<file path="src/rtl/countdown_ctrl_pkg.sv">
// countdown_ctrl_pkg
//   Definitions shared by the countdown timer blocks (controller, display,
//   buzzer): state codes, the STATE bus width and a SEL width helper.
package countdown_ctrl_pkg;

  localparam int STATE_W = 3;

  // Codes are visible on the STATE output, so the values are fixed.
  typedef enum logic [STATE_W-1:0] {
    ST_IDLE  = 3'd0,
    ST_SET   = 3'd1,
    ST_RUN   = 3'd2,
    ST_PAUSE = 3'd3,
    ST_ALARM = 3'd4
  } state_t;

  // Width of the digit-select bus; never narrower than one bit.
  function automatic int sel_width(input int n_stages);
    return (n_stages > 1) ? $clog2(n_stages) : 1;
  endfunction

endpackage

</file>
<file path="src/rtl/cd_ce_chain.sv">
// cd_ce_chain
//   Combinational cascade of count enables for a chain of down-counting
//   digit stages. Stage i counts when the tick is enabled and every lower
//   stage is at zero (it is about to borrow from stage i).
// Ports
//   tick  in  1         count-rate pulse
//   zero  in  N_STAGES  per-stage "value is zero" flags
//   en    in  1         global enable for the cascade
//   ce    out N_STAGES  per-stage count enables
module cd_ce_chain #(
  parameter int N_STAGES = 4
) (
  input  logic                tick,
  input  logic [N_STAGES-1:0] zero,
  input  logic                en,
  output logic [N_STAGES-1:0] ce
);

  logic carry;

  // NOTE: every variable written here gets a value before any branch or loop,
  // so no path can leave it holding its old value and infer a latch.
  always_comb begin
    ce    = '0;
    carry = tick & en;
    for (int i = 0; i < N_STAGES; i++) begin
      ce[i] = carry;
      carry = carry & zero[i];
    end
  end

endmodule

</file>
<file path="src/rtl/countdown_ctrl.sv">
// countdown_ctrl
//   Mode and sequencing controller for the countdown timer's digit-counter
//   chain: digit setting, run, pause and alarm. Drives one count enable per
//   digit stage and a shared counter clear.
// Ports
//   CLK        in  1         system clock, rising edge
//   CLR_N      in  1         asynchronous active-low reset
//   TICK       in  1         1 Hz count pulse
//   BTN_START  in  1         start / pause / acknowledge pulse
//   BTN_MODE   in  1         enter SET / advance selected digit pulse
//   BTN_ADJ    in  1         step selected digit down pulse
//   BTN_RESET  in  1         clear counters pulse
//   ZERO       in  N_STAGES  per-stage zero flags
//   CE_O       out N_STAGES  per-stage count enables (combinational)
//   CNT_CLR    out 1         registered one-cycle clear to all stages
//   SEL        out SEL_W     digit selected in SET, 0 elsewhere
//   RUNNING    out 1         high in RUN
//   ALARM      out 1         high in ALARM
//   STATE      out 3         current state code
module countdown_ctrl
  import countdown_ctrl_pkg::*;
#(
  parameter int N_STAGES    = 4,
  parameter int ALARM_TICKS = 10,
  parameter int SEL_W       = sel_width(N_STAGES)
) (
  input  logic                CLK,
  input  logic                CLR_N,
  input  logic                TICK,
  input  logic                BTN_START,
  input  logic                BTN_MODE,
  input  logic                BTN_ADJ,
  input  logic                BTN_RESET,
  input  logic [N_STAGES-1:0] ZERO,
  output logic [N_STAGES-1:0] CE_O,
  output logic                CNT_CLR,
  output logic [SEL_W-1:0]    SEL,
  output logic                RUNNING,
  output logic                ALARM,
  output logic [STATE_W-1:0]  STATE
);

  localparam int CNT_W = $clog2(ALARM_TICKS + 1);

  state_t            state;
  logic [SEL_W-1:0]  sel;
  logic [CNT_W-1:0]  alarm_cnt;
  logic              cnt_clr;

  logic              all_zero;
  logic              adj_act;
  logic [N_STAGES-1:0] run_ce;

  assign all_zero = &ZERO;
  // ADJ only acts when no higher-priority button pulses in the same cycle.
  assign adj_act  = BTN_ADJ & ~BTN_RESET & ~BTN_START & ~BTN_MODE;

  // Cascade is disabled once the whole count is zero: the final tick raises
  // the alarm instead of wrapping the digits.
  cd_ce_chain #(
    .N_STAGES (N_STAGES)
  ) u_ce_chain (
    .tick (TICK),
    .zero (ZERO),
    .en   (~all_zero),
    .ce   (run_ce)
  );

  // Enables reach the stages in the same cycle; CLR_N gates them so nothing
  // counts while reset is held.
  always_comb begin
    CE_O = '0;
    if (CLR_N) begin
      case (state)
        ST_RUN:  CE_O = run_ce;
        ST_SET:  if (adj_act) CE_O[sel] = 1'b1;
        default: CE_O = '0;
      endcase
    end
  end

  // NOTE: sequential state uses non-blocking assignments so every register
  // samples the pre-edge values, independent of statement order.
  always_ff @(posedge CLK or negedge CLR_N) begin
    if (!CLR_N) begin
      state     <= ST_IDLE;
      sel       <= '0;
      alarm_cnt <= '0;
      cnt_clr   <= 1'b0;
    end else begin
      cnt_clr <= 1'b0;
      if (BTN_RESET) begin
        state     <= ST_IDLE;
        sel       <= '0;
        alarm_cnt <= '0;
        cnt_clr   <= 1'b1;
      end else begin
        case (state)
          ST_IDLE: begin
            // A START on an all-zero count is swallowed; MODE does not act.
            if (BTN_START) begin
              if (!all_zero) state <= ST_RUN;
            end else if (BTN_MODE) begin
              state <= ST_SET;
              sel   <= '0;
            end
          end
          ST_SET: begin
            if (BTN_START) begin
              if (!all_zero) begin
                state <= ST_RUN;
                sel   <= '0;
              end
            end else if (BTN_MODE) begin
              if (sel == SEL_W'(N_STAGES - 1)) begin
                state <= ST_IDLE;
                sel   <= '0;
              end else begin
                sel <= sel + SEL_W'(1);
              end
            end
          end
          ST_RUN: begin
            // A TICK alongside START still counts through CE_O this cycle.
            if (BTN_START) begin
              state <= ST_PAUSE;
            end else if (TICK && all_zero) begin
              state     <= ST_ALARM;
              alarm_cnt <= CNT_W'(ALARM_TICKS - 1);
            end
          end
          ST_PAUSE: begin
            if (BTN_START) state <= all_zero ? ST_IDLE : ST_RUN;
          end
          ST_ALARM: begin
            if (BTN_START) begin
              state     <= ST_IDLE;
              alarm_cnt <= '0;
              cnt_clr   <= 1'b1;
            end else if (TICK) begin
              if (alarm_cnt == '0) begin
                state   <= ST_IDLE;
                cnt_clr <= 1'b1;
              end else begin
                alarm_cnt <= alarm_cnt - CNT_W'(1);
              end
            end
          end
          default: begin
            state <= ST_IDLE;
            sel   <= '0;
          end
        endcase
      end
    end
  end

  // Status outputs are direct decodes of registered state.
  assign CNT_CLR = cnt_clr;
  assign SEL     = sel;
  assign RUNNING = (state == ST_RUN);
  assign ALARM   = (state == ST_ALARM);
  assign STATE   = state;

endmodule

</file>
<file path="config.mk">
export PLATFORM = sky130hd
export DESIGN_NAME = countdown_ctrl
export DESIGN_NICKNAME = d
export VERILOG_FILES = /design/src/rtl/countdown_ctrl_pkg.sv /design/src/rtl/cd_ce_chain.sv /design/src/rtl/countdown_ctrl.sv
export SDC_FILE = /design/constraint.sdc
export NUM_CORES = 1
export LEC_CHECK = 0
export BUFFER_PORTS_ARGS = -buffer_cell sky130_fd_sc_hd__clkbuf_2
export CORE_ASPECT_RATIO = 1.1
export CORE_MARGIN = 2
export CORE_UTILIZATION = 47
export DETAILED_ROUTE_END_ITERATION = 16
export PLACE_DENSITY = 0.74
export SETUP_SLACK_MARGIN = 0.15
export SLEW_MARGIN = 25
export SYNTH_ARGS = -nofsm -noshare
export SYNTH_HDL_FRONTEND = slang
export SYNTH_SLANG_ARGS = --single-unit
</file>
<file path="constraint.sdc">
create_clock -name CLK -period 2 [get_ports CLK]
set_clock_uncertainty 0.05 [all_clocks]
set_input_delay 0.2 -clock CLK [delete_from_list [all_inputs] [get_ports CLK]]
set_output_delay 0.2 -clock CLK [all_outputs]
set_load 0.01 [all_outputs]
</file>
[Yosys cells after proc, flatten, opt, wreduce, memory -nomap -nowiden]
Index checks and enable logic that the tools add are counted.
Storage, ports and cells
  word-level logic and storage cells: 88
  input bits: 11
  register bits after elaboration: 10
  output and inout bits: 12
Operators by class
  bitwise operators: 11
  order comparisons: 2
  add/subtract/negate cells: 2
  eq/ne operators: 19
  mux-type cells: 40
  reductions and logical operators: 10
Operators with widths (count)
  $mux W3: 13
  $mux W4: 8
  $ne A4 B4 Y1 const B: 6
  $mux W2: 8
  $pmux W4 S2: 2
  $pmux W3 S5: 1
  $ne A3 B3 Y1 const B: 4
  $reduce_and A5 Y1: 2
  $ne A4 B3 Y1 const B: 2
  $and A1 B1 Y1: 7
  $reduce_and A7 Y1: 1
  $eq A3 B2 Y1 const B: 2
  $mux W1: 6
  $pmux W2 S3: 1
  $logic_not A4 Y1: 1
  $not A1 Y1: 4
  $reduce_and A4 Y1: 1
  $sub A4 B1 Y4 const B: 1
  $eq A3 B1 Y1 const B: 1
  $eq A3 B3 Y1 const B: 1
  $logic_not A3 Y1: 1
  $lt A2 B3 Y1 const B: 1
  $ne A3 B2 Y1 const B: 1
  $reduce_bool A3 Y1: 1
  7 further kinds: 8

[Longest topological paths before layout]
  word-level depth: 8
  depth in mapped cells: 6
  depth with buffers taken out: 6

[Cells and area by module]
Synthesis repeated with hierarchy kept, for this count alone.
Unflattened totals
  cell total of the unflattened synthesis: 107
  area, all modules: 899.6 sq um
By module, submodules not included
  countdown_ctrl: seq. area each 250.2 sq um, cells an instance 103, area each 869.6 sq um, instances 1
  cd_ce_chain: seq. area each 0.0 sq um, cells an instance 4, area each 30.0 sq um, instances 1

[Worst setup path after synthesis]
Ideal clock, no wire load.
  path type: register to register
  from: reg alarm_cnt[0]
  to: reg state[1] (netlist: STATE[1])
  cell stages (with the launch flop): 7
  buffers on the path: 0
  arrival: 1.766 ns
  setup time: 0.125 ns
  required time: 1.825 ns
  slack: 0.059 ns
  clock period less this slack: 1.941 ns
  cell sequence: dfrtp_1 inv_1 ha_1 nor3b_1 o22ai_2 a22oi_1 mux2_4
Between the ends
  longest elaborated chain between the ends: 3
Ends and longest elaborated chain
  start, declared: RTL line countdown_ctrl.sv:47  | logic [CNT_W-1:0] alarm_cnt;
  start signal, assigned: RTL line countdown_ctrl.sv:129  | alarm_cnt <= CNT_W'(ALARM_TICKS - 1);
  start signal, assigned: RTL line countdown_ctrl.sv:145  | alarm_cnt <= alarm_cnt - CNT_W'(1);
  $logic_not A4 Y1: RTL line countdown_ctrl.sv:141  | if (alarm_cnt == '0) begin
  $ne A4 B3 Y1 (no source line)
  $reduce_and A7 Y1 (no source line)
  end signal, assigned: RTL line countdown_ctrl.sv:133  | if (BTN_START) state <= all_zero ? ST_IDLE : ST_RUN;
  end, declared: RTL line countdown_ctrl.sv:45  | state_t state;
No other way between the ends.
A chain may end at the register's enable or synchronous reset.

[Worst setup path in the final report]
  from: reg state[1] (netlist: STATE[1])
  to: out CE_O[3]
Between the ends
  longest elaborated chain between the ends: 3
  elaborated cells on any way between the ends: 4
  classes of those cells: eq/ne: 2; mux: 2
Ends and longest elaborated chain
  $eq A3 B1 Y1 or $eq A3 B2 Y1 (tied branches): RTL line countdown_ctrl.sv:74  | case (state)
  $pmux W4 S2 (*): RTL line countdown_ctrl.sv:74
  $mux W4 (*): RTL line countdown_ctrl.sv:73  | if (CLR_N) begin
  end, declared: RTL line countdown_ctrl.sv:35  | output logic [N_STAGES-1:0] CE_O,
Every way passes the cells marked *; elsewhere a longest branch is shown, timed or not.

==> run summary <==
Mux contribution to synthesized area = 2.73%
WHS = 217 ps
CTS tree = built
Crit end category = primary output
Routed len/inst = 16.4 µm
Total CTS buffers = 3
Register bit total from synthesis = 10
Synth Instances = 111
DRT iter0 DRCs = 24
Final Core Density = 63.8%
Final Wtd Congestion = 0.912
Mapped Area = 963 µm²
Layout area overhead = 30.9%
Nets = 161
Antenna Nets Post-Route = 0
Hold Path Stages = 2
First-pass GRT wire length = 4220 µm
CP max-delay cell = dfrtp_1
Post-synthesis adder-cell area fraction = 7.79%
Run status = finished, final reports clean
Vias per inst = 6.14
Post-Synth Simple-Gate Area = 26.4%
Layout cell share with drive strength beyond 1 = 42.3%
CP peak stage delay = 410 ps
Final setup viols = 0
Critical Path RT = 1750 ps
Most frequent cells in the layout = 18 x clkbuf_2, 11 x buf_4, 8 x dfrtp_1, 8 x inv_1, 7 x a21oi_1
Die Area = 0.00243 mm²
Leak = 0.000558 µW
Synth Area in Compound Gates = 28.6%
Area contributors post-synth = dfrtp_1 26%, ha_1 7.8%, a21oi_1 4.2%
Post-route cell area = 0.00126 mm²
CP cell instances = or3b_4 -> nor4_4 -> a32o_1 -> o2111a_1 -> buf_2
Total track usage = 24.6%
Top cell type's share of synthesized area = 26.0%
Minimum clock period = 1970 ps
Clock Path Buffers = 2
Ports = 23
Diode count = 0
Post-synthesis sequential area ratio = 26.0%
Final worst slack = 32.2 ps
XOR/XNOR Fraction of Synth Area = 0%
CP Launch Type = register
Clock H-tree levels = 1
Least-Margin Pin Slew = 344 ps
CTS sink cnt = 10
Synth Flop Type = dfrtp_1
Final Hold Fails = 0
DIE HEIGHT = 51.5 µm
# rows = 17
Clk root buf = clkbuf_4
Max-cap check violation count = 0
Asr flop ratio synth = 100%
Total gr overflow = 0
Critical path arrival = 1720 ps
CP Max Fanout = 3
Post-synth EDFFs = 0
Period utilisation layout = 98.4%
Yosys warnings = 0
Non-Filler Instances = 170
RSZ-0062 raised after global routing = yes
Clock-pin transition on the worst setup and hold timing paths = 70 ps
Worst vdd ir = 0.000404 V
Port bufs = 22
Initial core utilization = 48.7%
Dpl cells = 162
F_max = 0.508 GHz
Synth area leader = dfrtp_1
Syn Area/Cell = 8.68 µm²
DP Area = 0.00113 mm²
Pin count of the biggest net entering global routing = 15
Syn nets = 128
Commonest non-fill, non-tap cell in the layout = clkbuf_2
Crit Path Category = reg -> out
Die X = 47.2 µm
Initial antenna violation count = 0
DR pass1 iterations = 4
Pre-CTS WS = 158 ps
Worst hold-check path type = in -> reg
Slew Viols, Final = 0
DRT Wirelength = 2780 µm
Core ar. = 0.00198 mm²
Relative slew slack = 77.1%
Vias = 1044
Vias in the first global route = 949
Synth unique cells = 48
Hpwl dp = 1920 µm
Clock latency on the worst-skew pair = 270 ps
R2R depth = 6
Remaining DRCs = 0
PwrDens = 450 mW/mm²
Main combinational cell family by area after synthesis = compound AO/OA/AOI/OAI gates
==> layer usage <==
metal | vias up | GRT usage [%] | wire length, µm
met3 | 8 | 3.18 | 116
met5 | - | 0 | 0
li1 | 489 | - | -
met1 | 508 | 29.7 | 1110
met4 | 0 | 13.9 | 91
met2 | 39 | 40.4 | 1470
==> layout make-up <==
cell class / instances / area (µm²)
Clock buffer: 3 / 22.5
Tap cell: 28 / 35.0
Multi-Input combinational cell: 85 / 703
Sequential cell: 10 / 253
Inverter: 9 / 33.8
Fill cell: 181 / 717
Timing Repair Buffer: 35 / 214
==> Yosys cell counts (2+ instances only) <==
cell type and instances:
ha_1 6, a32o_1 3, nand4_1 2, o22ai_1 2
o32ai_1 2, a21oi_1 8, o21ai_0 4, dfrtp_1 10
inv_1 9, buf_2 3, a22oi_1 2, a21boi_0 3
nand2_1 5, nor2_1 4, or3b_2 4, nand3_1 3
nor3b_1 2, buf_6 2, o21a_1 2, a211oi_1 2
nor2b_1 5, nor3_1 2
==> cells by family (layout without fill, tap and decap cells) <==
logic type / count (synthesis) / after routing
mux: 2 / 2
flops: 10 / 10
simple gates: 40 / 40
fa+ha+maj: 6 / 6
buf+inv: 16 / 47
compound gates: 37 / 37
==> critical path, delay by kind of cell (launching register included) <==
kind	cells	cell delay (ps)
compound gates	2	350
buf+inv	1	120
flops	1	410
simple gates	2	570
==> metrics by stage <==
step | power (µW) | TNS [ps]
after floorplan | 332 | 0
after global placement | 388 | 0
after detailed placement | 392 | 0
after CTS | 558 | 0
after global routing | 602 | -92.0
final | 568 | 0
==> report_power, final <==
| group | total [µW] | switching (µW) | internal [µW] |
|---|---|---|---|
| clock network | 142 | 72.4 | 69.7 |
| logic | 203 | 110 | 93.0 |
| registers | 223 | 12.0 | 211 |
==> final timing paths <==
path,from,end,slack (ps)
setup / recovery,STATE[1]$_DFFE_PN0P_,CE_O[3],30
hold / removal,BTN_RESET,alarm_cnt[3]$_DFFE_PN0P_,220
setup reg to reg,STATE[1]$_DFFE_PN0P_,alarm_cnt[3]$_DFFE_PN0P_,100
hold reg to reg,SEL[1]$_DFFE_PN0P_,SEL[1]$_DFFE_PN0P_,550
max in group asynchronous,CLR_N,STATE[2]$_DFFE_PN0P_,1310
min in group asynchronous,CLR_N,alarm_cnt[3]$_DFFE_PN0P_,310
==> sequential cells by signal, indices dropped and copies added, names as in the netlist <==
| name | cells |
|---|---|
| alarm_cnt | 4 |
| STATE | 3 |
| SEL | 2 |
| CNT_CLR | 1 |
==> repair_timing <==
item	in CTS	in global routing
endpoints found under the hold margin	10	0
setup buffers	2	2
resized for setup	10	13
endpoints found under the setup margin	6	10
pin swaps	1	1
hold buffers	1	0
No activity file was read; power rests on OpenSTA's default activity.
